### src/rtl/data_mem_mmio.sv
// Data-side memory for the single-cycle MIPS core.
// Word RAM plus cycle counter, down-count timer and output FIFO in MMIO space.
module data_mem_mmio #(
  parameter int          RAM_WORDS  = 64,
  parameter int          FIFO_DEPTH = 4,
  parameter logic [31:0] MMIO_BASE  = 32'hFFFF_0000
) (
  input  logic        clk,
  input  logic        reset,
  input  logic        memwrite,
  input  logic [31:0] addr,
  input  logic [31:0] writedata,
  output logic [31:0] readdata,
  output logic [31:0] out_data,
  output logic        out_valid,
  input  logic        out_ready,
  output logic        timer_irq
);

  localparam int AW = $clog2(RAM_WORDS);
  localparam int PW = $clog2(FIFO_DEPTH);
  localparam logic [PW:0] FULLV = (PW+1)'(FIFO_DEPTH);

  logic [31:0] ram  [RAM_WORDS];
  logic [31:0] fifo [FIFO_DEPTH];

  logic [31:0] cycles, load, count;
  logic        en, auto_r, irq, ovf;
  logic [PW-1:0] wp, rp;
  logic [PW:0]   cnt;

  logic        mmio;
  logic [29:0] word;
  logic        wr_load, wr_ctrl, wr_fifo, wr_stat;
  logic        pop, accept, expire, fempty, ffull;
  logic        unused_lsb;

  assign unused_lsb = ^addr[1:0];

  assign mmio = addr >= MMIO_BASE;
  assign word = addr[31:2] - MMIO_BASE[31:2];

  assign wr_load = memwrite & mmio & (word == 30'd1);
  assign wr_ctrl = memwrite & mmio & (word == 30'd2);
  assign wr_fifo = memwrite & mmio & (word == 30'd4);
  assign wr_stat = memwrite & mmio & (word == 30'd5);

  assign fempty = cnt == '0;
  assign ffull  = cnt == FULLV;
  assign pop    = !fempty & out_ready;
  assign accept = wr_fifo & (!ffull | pop);
  assign expire = en & (count == '0);

  assign out_valid = !fempty;
  assign out_data  = fifo[rp];
  assign timer_irq = irq;

  always_ff @(posedge clk) begin
    if (memwrite && !mmio)
      ram[addr[2 +: AW]] <= writedata;
    if (accept)
      fifo[wp] <= writedata;
  end

  always_ff @(posedge clk) begin
    if (reset) begin
      cycles <= '0;
      load   <= '0;
      count  <= '0;
      en     <= 1'b0;
      auto_r <= 1'b0;
      irq    <= 1'b0;
    end else begin
      cycles <= cycles + 32'd1;
      if (wr_ctrl) begin
        en     <= writedata[0];
        auto_r <= writedata[1];
        if (writedata[2])
          irq <= 1'b0;
      end
      // Expiry is applied after the CTRL write so a same-cycle set beats W1C
      if (en) begin
        if (count != '0) begin
          count <= count - 32'd1;
        end else begin
          irq <= 1'b1;
          if (auto_r)
            count <= load;
          else
            en <= 1'b0;
        end
      end
      if (wr_load) begin
        load  <= writedata;
        count <= writedata;
      end
    end
  end

  always_ff @(posedge clk) begin
    if (reset) begin
      wp  <= '0;
      rp  <= '0;
      cnt <= '0;
      ovf <= 1'b0;
    end else begin
      if (accept)
        wp <= wp + 1'b1;
      if (pop)
        rp <= rp + 1'b1;
      if (accept && !pop)
        cnt <= cnt + 1'b1;
      else if (!accept && pop)
        cnt <= cnt - 1'b1;
      if (wr_stat && writedata[2])
        ovf <= 1'b0;
      if (wr_fifo && !accept)
        ovf <= 1'b1;
    end
  end

  always_comb begin
    readdata = '0;
    if (mmio) begin
      case (word)
        30'd0:   readdata = cycles;
        30'd1:   readdata = load;
        30'd2:   readdata = {29'b0, irq, auto_r, en};
        30'd3:   readdata = count;
        30'd5:   readdata = {16'b0, 8'(cnt), 5'b0, ovf, ffull, fempty};
        default: readdata = '0;
      endcase
    end else begin
      readdata = ram[addr[2 +: AW]];
    end
  end

endmodule

### config.mk
export PLATFORM = sky130hd
export DESIGN_NAME = data_mem_mmio
export DESIGN_NICKNAME = d
export VERILOG_FILES = /design/src/rtl/data_mem_mmio.sv
export SDC_FILE = /design/constraint.sdc
export NUM_CORES = 2
export LEC_CHECK = 0
export CORE_MARGIN = 2
export CORE_UTILIZATION = 65
export CTS_BUF_LIST = sky130_fd_sc_hd__clkbuf_8
export DETAILED_ROUTE_END_ITERATION = 6
export PLACE_DENSITY = 0.82
export REMOVE_ABC_BUFFERS = 1
export SKIP_CTS_REPAIR_TIMING = 1
export SYNTH_ARGS = -nofsm -noshare
export SYNTH_HDL_FRONTEND = slang
export SYNTH_SLANG_ARGS = --single-unit
### constraint.sdc
create_clock -name clk -period 9.55 [get_ports clk]
set_clock_uncertainty 0.05 [all_clocks]
set_input_delay 2.865 -clock clk [delete_from_list [all_inputs] [get_ports clk]]
set_output_delay 2.865 -clock clk [all_outputs]
set_load 0.02 [all_outputs]
==> results.toml <==
[outcome]
status = "completed"

[synthesis]
yosys_warnings = 0
synthFlopType = "edfxtp_1"
synthArstFlopShare_pct = 0
synth_top_area_cell = "edfxtp_1"
synth_most_common_cell = "edfxtp_1"
synth_enable_flop_cells = 2176
netlist_instances = 4466
synth_common_cells = "edfxtp_1 (2176), mux4_2 (510), nand2_1 (249)"
yosysSeqAreaShare_pct = 76.2
synth_area_per_cell_sq_um = 19.9
synth_seq_cells = 2285
synth_area_sq_um = 88700
netlist_top_cells_area = "edfxtp_1 (74%), mux4_2 (13%), dfxtp_1 (2.5%)"
synth_top_area_share_pct = 73.7
ys_types = 74

[floorplanning]
core_area_sq_um = 135000
io_pins = 134
die-area_sq_um = 139000
die_w_microns = 373
die_h_microns = 373
initial_core_util_pct = 65.4
rows = 135

[sta]
fmax_mhz = 106
maxSlewViolCount = 0
min_period_over_period_pct = 98.8
whs_ns = 0.410
rsz0062_at_grt = "false"
hold_viol = 0
setup_viol = 0
relSlewSlack_pct = 13.0
worstMarginPinSlew_ns = 1.31
setup_slack_ns = 0.115
finalCriticalPeriod_ns = 9.43

[final_layout]
fill_cells = 7207
area.growth.synth_to_final_pct = 12.5
instances_no_fill = 6974
postLayoutCellArea_sq_um = 99700
nNetsFinal = 5012
layout-drive-gt1-share_pct = 25.5

[critical_path]
cp-start-kind = "input port"
crit_arrival_ns = 6.52
critPathRequiredTime_ns = 6.64
end_kind = "output port"
cp_max_fo = 24
rr_worst_depth = 6
crit_type = "input port to output port"

[global_routing]
grt_overflow = 0
grt_max_degree = 72
antenna_found_initial = 11
grt_pass1_vias = 48900
grt_use_total_pct = 34.7
grt_pass1_wl_mm = 341

[clock_network]
cts_max_level = 5
insertion_delay_ns = 1.05
numCtsBuffers = 355
clk_pin_slew_ns = 0.06
cts_buffer_depth = 4
numClockSinks = 2285
root_buffer = "clkbuf_8"
cts_tree = "built"

[power]
power.total_mw = 19.4
leakage_nw = 32.0
p_per_area_nw_per_um2 = 195
vdd_ir_drop_max_uv = 156

[hold_path]
hold_path_class = "register to register"
hold_depth = 1

[placed_design]
postPlaceCellArea_sq_um = 93600
dp_cells = 6359
dp_hpwl_mm = 141
io_buffers = 131
dp_worst_setup_slack_ns = 0.125
place.gp.congestion = 0.946

[drt]
via_count = 50000
antenna_left = 0
first_iter_violations = 9033
drt-total-wl_mm = 240
avgRoutedWirePerCell_microns = 34.4
drtPass1Iterations = 6
drc = 0
vias_per_cell = 7.17

[run]
maxCapViolCount = 0
## layer usage
metal  GRT usage [%]  vias to the layer above  wire, microns
met4            14.6                        8          10500
met3            10.4                      594          37200
li1                -                    19600              -
met1            49.7                    25400          84000
met5               0                        -             56
met2            50.6                     4493         108000
## path summary, 6_finish.rpt
check | startpoint | end | slack [ns]
hold reg to reg | cycles[0] | cycles[0] | 0.41
hold / removal | cycles[0] | cycles[0] | 0.41
setup / recovery | addr[2] | readdata[19] | 0.12
setup reg to reg | count[9] | count[8] | 5.90
## cell type report
class	instances	area [sq um]	share of cell area (%)
flip-flops and latches	2285	67500	67.7
multi-input cells	1905	20500	20.6
clock buffers	366	5040	5.05
repair buffers	372	3230	3.24
well taps	1781	2230	2.23
clock inverters	242	1070	1.07
inverters	16	60.1	0.0602
diodes	7	17.5	0.0176
## stage by stage
| stage | util, % | TNS [ns] |
|---|---|---|
| 3_5_place_dp | 69.1 | 0 |
| 6_report | 73.6 | 0 |
| 2_1_floorplan | - | -8.04 |
| 3_3_place_gp | 69.1 | 0 |
| 5_1_grt | 73.6 | 0 |
| 4_1_cts | 73.6 | 0 |
## cells by family (layout without fill, tap and decap cells)
group | count (synthesis) | count (layout) | synth area share (%)
AND/OR/NAND/NOR | 717 | 717 | 3.85
other | 0 | 7 | 0
adder cells (fa/ha/maj) | 9 | 9 | 0.135
flip-flops | 2285 | 2285 | 76.2
AO/OA/AOI/OAI | 521 | 521 | 4.00
buffers and inverters | 276 | 996 | 1.27
multiplexers | 618 | 618 | 14.2
XOR/XNOR | 40 | 40 | 0.395
## power by group
part           total [mW]  internal (mW)  switching, mW  leakage [nW]
clock                7.27           3.63           3.63          3.57
sequential           11.0           11.0         0.0166          20.5
combinational        1.09          0.370          0.721          8.03
total                19.4           15.0           4.37          32.0
## flip-flops by register name (all words and copies together) (netlist names), named ones only
name / count
rp: 2
ram: 2048
en: 1
cycles: 32
load: 32
fifo: 128
count: 32
wp: 2
auto_r: 1
cnt: 3
ovf: 1
timer_irq: 1
## worst max-delay path: stages
cell and delay (ns):
buf_8 0.43, buf_4 0.31, mux4_2 0.52, a22o_1 0.25, a221oi_1 0.97, a31oi_1 0.41, a21oi_1 0.28, nand3_1 0.18
buf_4 0.21
## cells in the final DEF, fill, tap and decap left out, types with 32 or more instances in the layout
cell and instances:
clkinv_1 88, nor3_1 33, a22oi_1 94, o22ai_1 68, nor2_4 64, clkbuf_8 366
o21ai_0 71, nand4_1 32, inv_1 131, nor2_1 101, and3_1 35, nand3_1 88
clkdlybuf4s50_1 61, buf_4 246, nand2_1 249, edfxtp_1 2176, buf_2 34, mux4_2 510
dfxtp_1 108, mux2i_1 101, a21oi_1 99, a221oi_1 39
Note: power is estimated with default switching activity, not from simulation.
